<file path="config.mk">
export PLATFORM = sky130hd
export DESIGN_NAME = fpu_issue_sched_flat
export DESIGN_NICKNAME = d
export VERILOG_FILES = /design/src/rtl/fpu_issue_sched_if.sv /design/src/rtl/fpu_issue_sched.sv /design/src/flat_wrapper.sv
export SDC_FILE = /design/constraint.sdc
export NUM_CORES = 1
export LEC_CHECK = 0
export ABC_AREA = 1
export BUFFER_PORTS_ARGS = -buffer_cell sky130_fd_sc_hd__buf_2
export CAP_MARGIN = 20
export CORE_UTILIZATION = 44
export CTS_CLUSTER_SIZE = 10
export DETAILED_ROUTE_END_ITERATION = 6
export PLACE_DENSITY = 0.79
export SYNTH_ARGS = -nofsm -noshare
export SYNTH_HDL_FRONTEND = slang
export SYNTH_SLANG_ARGS = --single-unit
</file>
<file path="constraint.sdc">
create_clock -name clock -period 1.82 [get_ports clock]
set_input_delay 0.091 -clock clock [delete_from_list [all_inputs] [get_ports clock]]
set_output_delay 0.091 -clock clock [all_outputs]
set_load 0.005 [all_outputs]
</file>
<file path="src/rtl/fpu_issue_sched_if.sv">
// Request/response bundle between the two issuing lanes, the shared FPU datapath and the
// issue scheduler.
interface fpu_issue_sched_if #(
    parameter int unsigned TAG_W = 6
) ();
    logic               exHold;
    logic [1:0]         reqValid;
    logic [3:0]         reqOp;
    logic [2*TAG_W-1:0] reqTag;
    logic [1:0]         flush;
    logic [63:0]        fpuResult;
    logic [3:0]         fpuExOp;
    logic               fpuSelMul;
    logic               fpuBusy;
    logic [1:0]         laneHold;
    logic [1:0]         rspValid;
    logic [TAG_W-1:0]   rspTag;
    logic [63:0]        rspVal;

    modport master (
        output exHold, reqValid, reqOp, reqTag, flush, fpuResult,
        input  fpuExOp, fpuSelMul, fpuBusy, laneHold, rspValid, rspTag, rspVal
    );

    modport slave (
        input  exHold, reqValid, reqOp, reqTag, flush, fpuResult,
        output fpuExOp, fpuSelMul, fpuBusy, laneHold, rspValid, rspTag, rspVal
    );
endinterface

</file>
<file path="src/rtl/fpu_issue_sched.sv">
// Arbitrates one non-pipelined FPU datapath between two lanes, counts out the fixed
// per-class latency and returns the captured result with its tag to the owning lane.
module fpu_issue_sched #(
    parameter int unsigned ADD_LAT = 5,
    parameter int unsigned MUL_LAT = 5,
    parameter int unsigned CVT_LAT = 6,
    parameter int unsigned TAG_W   = 6
) (
    input logic               clock,
    input logic               reset,
    fpu_issue_sched_if.slave  bus
);
    localparam int unsigned MaxAm = (ADD_LAT > MUL_LAT) ? ADD_LAT : MUL_LAT;
    localparam int unsigned MaxLat = (MaxAm > CVT_LAT) ? MaxAm : CVT_LAT;
    localparam int unsigned CntW = (MaxLat > 2) ? $clog2(MaxLat) : 1;

    typedef enum logic [1:0] {StIdle, StRun, StDrain, StDone} state_e;

    localparam logic [1:0] OpAdd = 2'd0;
    localparam logic [1:0] OpSub = 2'd1;
    localparam logic [1:0] OpMul = 2'd2;
    localparam logic [1:0] OpCvt = 2'd3;

    state_e            state_q, state_d;
    logic [CntW-1:0]   cnt_q, cnt_d;
    logic              owner_q, owner_d;
    logic [1:0]        op_q, op_d;
    logic [TAG_W-1:0]  tag_q, tag_d;
    logic              last_q, last_d;
    logic [63:0]       rsp_val_q, rsp_val_d;

    logic [1:0]        elig;
    logic              grant;
    logic [1:0]        grant_op;
    logic [CntW-1:0]   lat_load;
    logic              owner_flush;
    logic              busy;
    logic [1:0]        rsp_valid;
    logic [CntW-1:0]   cnt_dec;

    always_comb begin
        elig        = bus.reqValid & ~bus.flush;
        // Alternate on contention; reset value of last_q makes lane 0 win first.
        grant       = (elig == 2'b11) ? ~last_q : elig[1];
        grant_op    = grant ? bus.reqOp[3:2] : bus.reqOp[1:0];
        owner_flush = bus.flush[owner_q];
        cnt_dec     = (cnt_q == '0) ? '0 : cnt_q - CntW'(1);
        unique case (grant_op)
            OpMul:   lat_load = CntW'(MUL_LAT - 1);
            OpCvt:   lat_load = CntW'(CVT_LAT - 1);
            default: lat_load = CntW'(ADD_LAT - 1);
        endcase
    end

    always_comb begin
        state_d   = state_q;
        cnt_d     = cnt_q;
        owner_d   = owner_q;
        op_d      = op_q;
        tag_d     = tag_q;
        last_d    = last_q;
        rsp_val_d = rsp_val_q;
        if (!bus.exHold) begin
            unique case (state_q)
                StIdle: begin
                    if (elig != 2'b00) begin
                        owner_d = grant;
                        op_d    = grant_op;
                        tag_d   = grant ? bus.reqTag[TAG_W +: TAG_W] : bus.reqTag[0 +: TAG_W];
                        last_d  = grant;
                        cnt_d   = lat_load;
                        state_d = StRun;
                    end
                end
                StRun: begin
                    cnt_d = cnt_dec;
                    if (owner_flush) begin
                        state_d = StDrain;
                    end else if (cnt_q == '0) begin
                        rsp_val_d = bus.fpuResult;
                        state_d   = StDone;
                    end
                end
                StDrain: begin
                    // The datapath cannot be aborted; let it finish before releasing it.
                    cnt_d = cnt_dec;
                    if (cnt_q == '0) state_d = StIdle;
                end
                StDone: state_d = StIdle;
                default: state_d = StIdle;
            endcase
        end
    end

    always_ff @(posedge clock) begin
        if (reset) begin
            state_q   <= StIdle;
            cnt_q     <= '0;
            owner_q   <= 1'b0;
            op_q      <= OpAdd;
            tag_q     <= '0;
            last_q    <= 1'b1;
            rsp_val_q <= '0;
        end else begin
            state_q   <= state_d;
            cnt_q     <= cnt_d;
            owner_q   <= owner_d;
            op_q      <= op_d;
            tag_q     <= tag_d;
            last_q    <= last_d;
            rsp_val_q <= rsp_val_d;
        end
    end

    always_comb begin
        busy      = (state_q == StRun) || (state_q == StDrain);
        rsp_valid = 2'b00;
        if ((state_q == StDone) && !bus.exHold && !owner_flush) rsp_valid[owner_q] = 1'b1;
    end

    always_comb begin
        bus.fpuExOp = 4'd0;
        if (busy) begin
            unique case (op_q)
                OpAdd:   bus.fpuExOp = 4'd1;
                OpSub:   bus.fpuExOp = 4'd2;
                OpCvt:   bus.fpuExOp = 4'd4;
                default: bus.fpuExOp = 4'd0;
            endcase
        end
        bus.fpuSelMul = busy && (op_q == OpMul);
        bus.fpuBusy   = busy;
        bus.rspValid  = rsp_valid;
        bus.laneHold  = bus.reqValid & ~bus.flush & ~rsp_valid;
        bus.rspTag    = tag_q;
        bus.rspVal    = rsp_val_q;
    end
endmodule

</file>
<file path="src/flat_wrapper.sv">
// flat-port wrapper written by rule: the top's interface ports become plain ports
module fpu_issue_sched_flat 
#(
    parameter int unsigned ADD_LAT = 5,
    parameter int unsigned MUL_LAT = 5,
    parameter int unsigned CVT_LAT = 6,
    parameter int unsigned TAG_W   = 6
)
  (clock, reset, bus_exHold, bus_reqValid, bus_reqOp, bus_reqTag, bus_flush, bus_fpuResult, bus_fpuExOp, bus_fpuSelMul, bus_fpuBusy, bus_laneHold, bus_rspValid, bus_rspTag, bus_rspVal);
  fpu_issue_sched_if #(.TAG_W(TAG_W)) bus_i ();
  input logic clock;
  input logic reset;
  input wire logic [$bits(bus_i.exHold)-1:0] bus_exHold;
  input wire logic [$bits(bus_i.reqValid)-1:0] bus_reqValid;
  input wire logic [$bits(bus_i.reqOp)-1:0] bus_reqOp;
  input wire logic [$bits(bus_i.reqTag)-1:0] bus_reqTag;
  input wire logic [$bits(bus_i.flush)-1:0] bus_flush;
  input wire logic [$bits(bus_i.fpuResult)-1:0] bus_fpuResult;
  output wire logic [$bits(bus_i.fpuExOp)-1:0] bus_fpuExOp;
  output wire logic [$bits(bus_i.fpuSelMul)-1:0] bus_fpuSelMul;
  output wire logic [$bits(bus_i.fpuBusy)-1:0] bus_fpuBusy;
  output wire logic [$bits(bus_i.laneHold)-1:0] bus_laneHold;
  output wire logic [$bits(bus_i.rspValid)-1:0] bus_rspValid;
  output wire logic [$bits(bus_i.rspTag)-1:0] bus_rspTag;
  output wire logic [$bits(bus_i.rspVal)-1:0] bus_rspVal;
  assign bus_i.exHold = bus_exHold;
  assign bus_i.reqValid = bus_reqValid;
  assign bus_i.reqOp = bus_reqOp;
  assign bus_i.reqTag = bus_reqTag;
  assign bus_i.flush = bus_flush;
  assign bus_i.fpuResult = bus_fpuResult;
  assign bus_fpuExOp = bus_i.fpuExOp;
  assign bus_fpuSelMul = bus_i.fpuSelMul;
  assign bus_fpuBusy = bus_i.fpuBusy;
  assign bus_laneHold = bus_i.laneHold;
  assign bus_rspValid = bus_i.rspValid;
  assign bus_rspTag = bus_i.rspTag;
  assign bus_rspVal = bus_i.rspVal;
  fpu_issue_sched #(.ADD_LAT(ADD_LAT), .MUL_LAT(MUL_LAT), .CVT_LAT(CVT_LAT), .TAG_W(TAG_W)) u_core (.clock(clock), .reset(reset), .bus(bus_i));
endmodule
</file>
==> metrics, run 1 <==
Die ar.=7990 sq um; Placer Congestion=~0.8; Main synth FF type=dfxtp_1; Tot GR Track Use=a little over a quarter; Multi-input gate area=1550 sq um; WL final=around 11000 um; number of global-route vias before repair=3594; synth top area cells=dfxtp_1 (47%), nor4_1 (12%), nor2_1 (9.6%); Initial DRC Count=263; CP endpoint kind=output port; Max Slew Vio Count=0; commonest cells in the netlist=nor2_1 (86), dfxtp_1 (79), nor4_1 (64); Psw=0.00145 W; post-route ant nets=0; Worst path slowest cell=dfxtp_1; critical path data arrival time=approximately 1.6 ns; total CTS buffers=9; Fin. Hold Viols=0; Cell Int Power=0.00331 W; peak supply drop=between 0.5 and 0.6 mV; switch share=between 30% and 40%; r2r worst-path depth=6; sum of buffers and inverters on the critical path=4; Synth Register Bits=79; YS warnings=0; status=finished, final reports clean; Setup violations, final=0; Clk pwr share=33.7%; Yosys cell types=24; crit path cell chain=buf_4 > inv_1 > ha_4 > inv_2 > nor3_1 > buf_2; most frequent cell after synthesis=nor2_1; Setup crit start kind=register; global-route wire length before repair=16600 um; Seq pwr share=about two fifths; # fillers=about 570; CTS tree=built; # clock sinks=79; # rows=31; Avg WL per Cell=around 14 um; root buffer cell=clkbuf_8; cell taking the most area after synthesis=dfxtp_1; max-cap check violation count=0; core area=about 7300 sq um; Combinational Power Share=between 20 and 30%; Worst Skew=approximately 0.006 ns; Die H=~90 um; Mean Syn Cell Area=~7.5 sq um; Gate Count Post-Synth=450; Ant. Diodes=0; via density per instance=5.21; Register Area=between 1500 and 2000 sq um; Seq/Total Area, Yosys=between 40% and 50%; I/O Buffers=about 170; routing usage on met3=under 10%; hold path depth=3; share of post-route cells with drive strength above 1=around 31%; Rel. slew slack=around three fifths; Fin Hold WS=between 0.006 and 0.007 ns; Mapped Area=around 3400 sq um; DR pass1 iterations=5; Setup CP Type=reg -> out; Worst-path clk slew=0.08 ns; Clk Latency, worst-skew pair=between 0.3 and 0.4 ns; EDFF count, synth=0; FMAX=slightly above 0.6 GHz; Crit. path cell count=6; clock period minus worst slack=1.66 ns; CP required=~1.7 ns; GRT Max-Usage Layer=met2; Initial Utilization=45.8%; Power Dens Cells=around 910 nW/um^2; unrepaired setup endpoints after global routing=no; via count=approximately 4000; Area Overhead vs Synth=54.8%; Worst Tran Pin Value=roughly 0.61 ns; Async S/R FF share, synth=0%; post-DP HPWL=a little over 6000 um; fin nets=between 700 and 800; Min-Delay Path Class=in -> reg; GR met1 Demand/Resource=31.8%; Synth top area share=a little under half; GR Layer Usage met2=47.6%; die width=89.4 um; total gr overflow=0; DRC errors left=0; clock buffer depth=2; Ports=167; Max stage delay on crit path=~0.35 ns; peak fanout along the critical path=8; antenna violations before repair=0; Mapped Nets=around 540; Leak=between 2 and 3 nW; H-tree depth=3; period utilization=91.1%; largest net degree at the start of global routing=67; Top Family by Delay on Critical Path=buffers and inverters; total power=~0.0048 W
-- state kept, by name (all words and copies together), names as in the netlist --
signal / cells
u_core.state_q: 2
u_core.owner_q: 1
u_core.cnt_q: 3
u_core.last_q: 1
u_core.op_q: 2
u_core.bus.rspVal: 64
u_core.bus.rspTag: 6
-- final timing paths --
check                                        from                    end  slack, ns
worst max-delay path            u_core.state_q[0]          bus_fpuSelMul       0.16
worst min-delay path            bus_fpuResult[56]  u_core.bus.rspVal[56]      0.006
worst max register to register  u_core.state_q[1]  u_core.bus.rspVal[18]       0.19
worst min register to register      u_core.last_q          u_core.last_q       0.48
-- worst reg2reg max path, stage by stage, from the launching register on --
cell and delay [ns]:
dfxtp_1 0.32, inv_1 0.07, ha_1 0.17, nand3_2 0.19, nor3_4 0.58, o21ai_0 0.16
nor2_1 0.10
-- through the flow --
step	setup TNS (ns)	area (sq um)	util [%]	instances	setup WS, ns
after CTS	0	5180	70.6	774	0.0366
after global routing	0	5200	71.0	774	0.00697
after global placement	-6.88	4280	58.3	693	-0.218
final	0	5200	71.0	774	0.163
after floorplan	0	3360	-	450	0.399
after detailed placement	-10.44	4280	58.3	693	-0.321
-- logic make-up after synthesis --
family	share of synthesized area (%)
simple gates	31.6
flops	47.1
compound gates	11.3
buf+inv	7.63
fa+ha+maj	2.23
other cells	0.112
-- power groups by stage --
stage               logic, W  registers (W)  clock network [W]
floorplan           0.000610        0.00199                  0
global placement    0.000993        0.00198                  0
detailed placement   0.00102        0.00198                  0
CTS                  0.00115        0.00194            0.00162
global route         0.00134        0.00196            0.00168
finish               0.00120        0.00195            0.00160
-- cell type report --
type,instances,share of cell area [%]
multi-input cells,308,29.8
flip-flops and latches,79,30.4
well taps,99,2.38
inverters,27,1.95
clock inverters,5,2.00
repair buffers,245,30.7
clock buffers,11,2.72
-- layout by cell type (no fill, tap or decap) --
cell type,instances
buf_6,1
o21ai_0,59
buf_2,165
ha_1,5
inv_2,2
clkbuf_8,10
nand3_2,1
dfxtp_1,79
dlygate4sd3_1,62
ha_4,1
buf_12,1
inv_6,1
inv_1,25
nor4_1,64
nor3_4,2
nand2_1,46
nand2_2,1
nor3_1,4
nand3_1,15
clkbuf_1,1
bufinv_16,3
clkinv_2,1
o21ai_1,10
nor2_1,86
nand4_1,2
a21oi_1,7
conb_1,1
buf_4,16
nor2_2,2
nand3b_1,2
-- routing by layer --
layer | up-vias | share of wire, %
met5 | - | 0
li1 | 1977 | -
met1 | 1832 | 41
met3 | 25 | 6.9
met2 | 201 | 49
met4 | 0 | 2.4
-- what timing repair did --
| action | CTS | global route |
|---|---|---|
| hold endpoints to repair | 62 | 0 |
| endpoints found under the setup margin | 57 | 6 |
| cloned | 1 | 0 |
| setup buffers | 2 | 0 |
| resized for setup | 2 | 6 |
| hold buffers | 62 | 0 |
| pin swaps | 1 | 0 |
No activity file was read; power rests on OpenSTA's default activity.
==> run 2: changes to the inputs <==
==> constraint.sdc (replaced) <==
create_clock -name clock -period 1.7 [get_ports clock]
set_input_delay 0.085 -clock clock [delete_from_list [all_inputs] [get_ports clock]]
set_output_delay 0.085 -clock clock [all_outputs]
set_load 0.005 [all_outputs]
==> run 2 against run 1 <==
Compared with the run above: global-route usage decreased by 0.96 points; sequential cell count unchanged; clock skew increased by 0.0031 ns; critical endpoint is now bus_fpuExOp[0]; largest cell class is now flip-flops and latches; largest power group unchanged; highest routed layer unchanged.
==> metrics, run 2 (synthesis gave the netlist of run 1 again) <==
status=finished, final reports clean; H-tree depth=3; total CTS buffers=9; Combinational Power Share=between 20% and 30%; Die ar.=between 7000 and 8000 sq um; max reg flops=64; fin nets=754; share of post-route cells with drive strength above 1=between 30% and 40%; critical path data arrival time=1.54 ns; Ant. Diodes=0; number of global-route vias before repair=between 3000 and 4000; I/O Buffers=165; post-route worst setup slack=0.0766 ns; WL final=about 11000 um; # fillers=594; peak supply drop=0.573 mV; Max Slew Vio Count=0; Setup violations, final=0; period utilization=between 90% and 100%; total gr overflow=0; FMAX=~0.62 GHz; Leak=about 2.5 nW; post-DP HPWL=about 6400 um; largest net degree at the start of global routing=50; Seq pwr share=44.2%; DRC errors left=0; Clk Latency, worst-skew pair=~0.34 ns; peak fanout along the critical path=7; # clock sinks=79; via count=roughly 4000; Psw=around 0.0015 W; Initial Utilization=between 40% and 50%; die width=between 80 and 90 um; Clk pwr share=between 20% and 30%; Tot GR Track Use=26.0%; Worst Skew=between 0.009 and 0.01 ns; Die H=89.4 um; Setup crit start kind=register; antenna violations before repair=0; clock period minus worst slack=1.62 ns; design area=between 5000 and 6000 sq um; # rows=31; core area=between 7000 and 8000 sq um; Power Dens Cells=slightly above 900 nW/um^2; max-cap check violation count=0; Setup CP Type=reg -> out; commonest non-fill, non-tap cell in the layout=buf_2; Initial DRC Count=between 200 and 250; worst slack at placement=roughly 0.14 ns; via density per instance=around 5.2; Worst-path clk slew=~0.080 ns; most frequent cells in the layout=buf_2 (165), nor2_1 (86), dfxtp_1 (77); Placer Congestion=0.873; CTS tree=built; Cell Int Power=around 0.0032 W; Register Area=1590 sq um; Multi-input gate area=around 1500 sq um; global-route wire length before repair=about 16000 um; DR pass1 iterations=4; clock buffer depth=2; unrepaired setup endpoints after global routing=no; root buffer cell=clkbuf_8; Post-CTS Setup Repair Bufs=0; Min-Delay Path Class=in -> reg; Area Overhead vs Synth=51.3%; Area after DPL=~4300 sq um; post-route ant nets=0; switch share=between 30% and 40%; Ports=167; CP required=about 1.6 ns; Setup TNS=0 ns; CP endpoint kind=output port; Avg WL per Cell=~14 um; Fin. Hold Viols=0
run 2: area by class of cell:
cell class                      count  area share (%)
Multi-Input combinational cell    307            30.3
Clock buffer                       10            2.71
Sequential cell                    79            31.2
Tap cell                           99            2.44
Clock inverter                      4           0.935
Timing Repair Buffer              237            30.5
Inverter                           27            1.99
run 2: routing by layer:
metal | vias to the layer above | track usage [%] | share of wire [%]
met5 | - | 0 | 0
met4 | 0 | 11.1 | 2.4
met3 | 27 | 5.45 | 7.0
met2 | 184 | 45.3 | 48
met1 | 1818 | 31.1 | 42
li1 | 1957 | - | -
run 2: what timing repair did:
action	4_1_cts	5_1_grt
endpoints found under the hold margin	57	1
endpoints found under the setup margin	4	16
pin swaps	0	0
resized for setup	3	4
hold buffers	57	1
run 2: final timing paths:
path	start	to	slack [ns]	depth (start not counted)
worst min register to register	u_core.last_q	u_core.last_q	0.48	2
worst min-delay path	bus_fpuResult[20]	u_core.bus.rspVal[20]	0.007	3
worst max-delay path	u_core.state_q[0]	bus_fpuExOp[0]	0.08	6
worst max register to register	u_core.cnt_q[0]	u_core.bus.rspVal[28]	0.12	6
run 2: stage by stage:
stage | cells | power, W | utilization [%] | hold WS [ns]
2_1_floorplan | 450 | 0.00279 | - | 0.226
3_3_place_gp | 691 | 0.00323 | 58.6 | 0.313
3_5_place_dp | 691 | 0.00327 | 58.6 | 0.320
4_1_cts | 762 | 0.00472 | 69.1 | 0.000324
5_1_grt | 763 | 0.00499 | 69.4 | 0.0128
6_report | 763 | 0.00474 | 69.4 | 0.00693
run 2: power by group through the flow:
stage | Sequential, W | Clock [W] | Combinational (W)
6_report | 0.00210 | 0.00136 | 0.00129
5_1_grt | 0.00211 | 0.00145 | 0.00143
4_1_cts | 0.00209 | 0.00137 | 0.00127
3_5_place_dp | 0.00213 | 0 | 0.00115
3_3_place_gp | 0.00212 | 0 | 0.00111
2_1_floorplan | 0.00213 | 0 | 0.000653
run 2: worst max-delay path: stages (launching register included):
cell and delay, ns:
dfxtp_4 0.38, inv_2 0.06, ha_4 0.27, inv_1 0.05, buf_4 0.15, nor3_1 0.14
buf_2 0.14
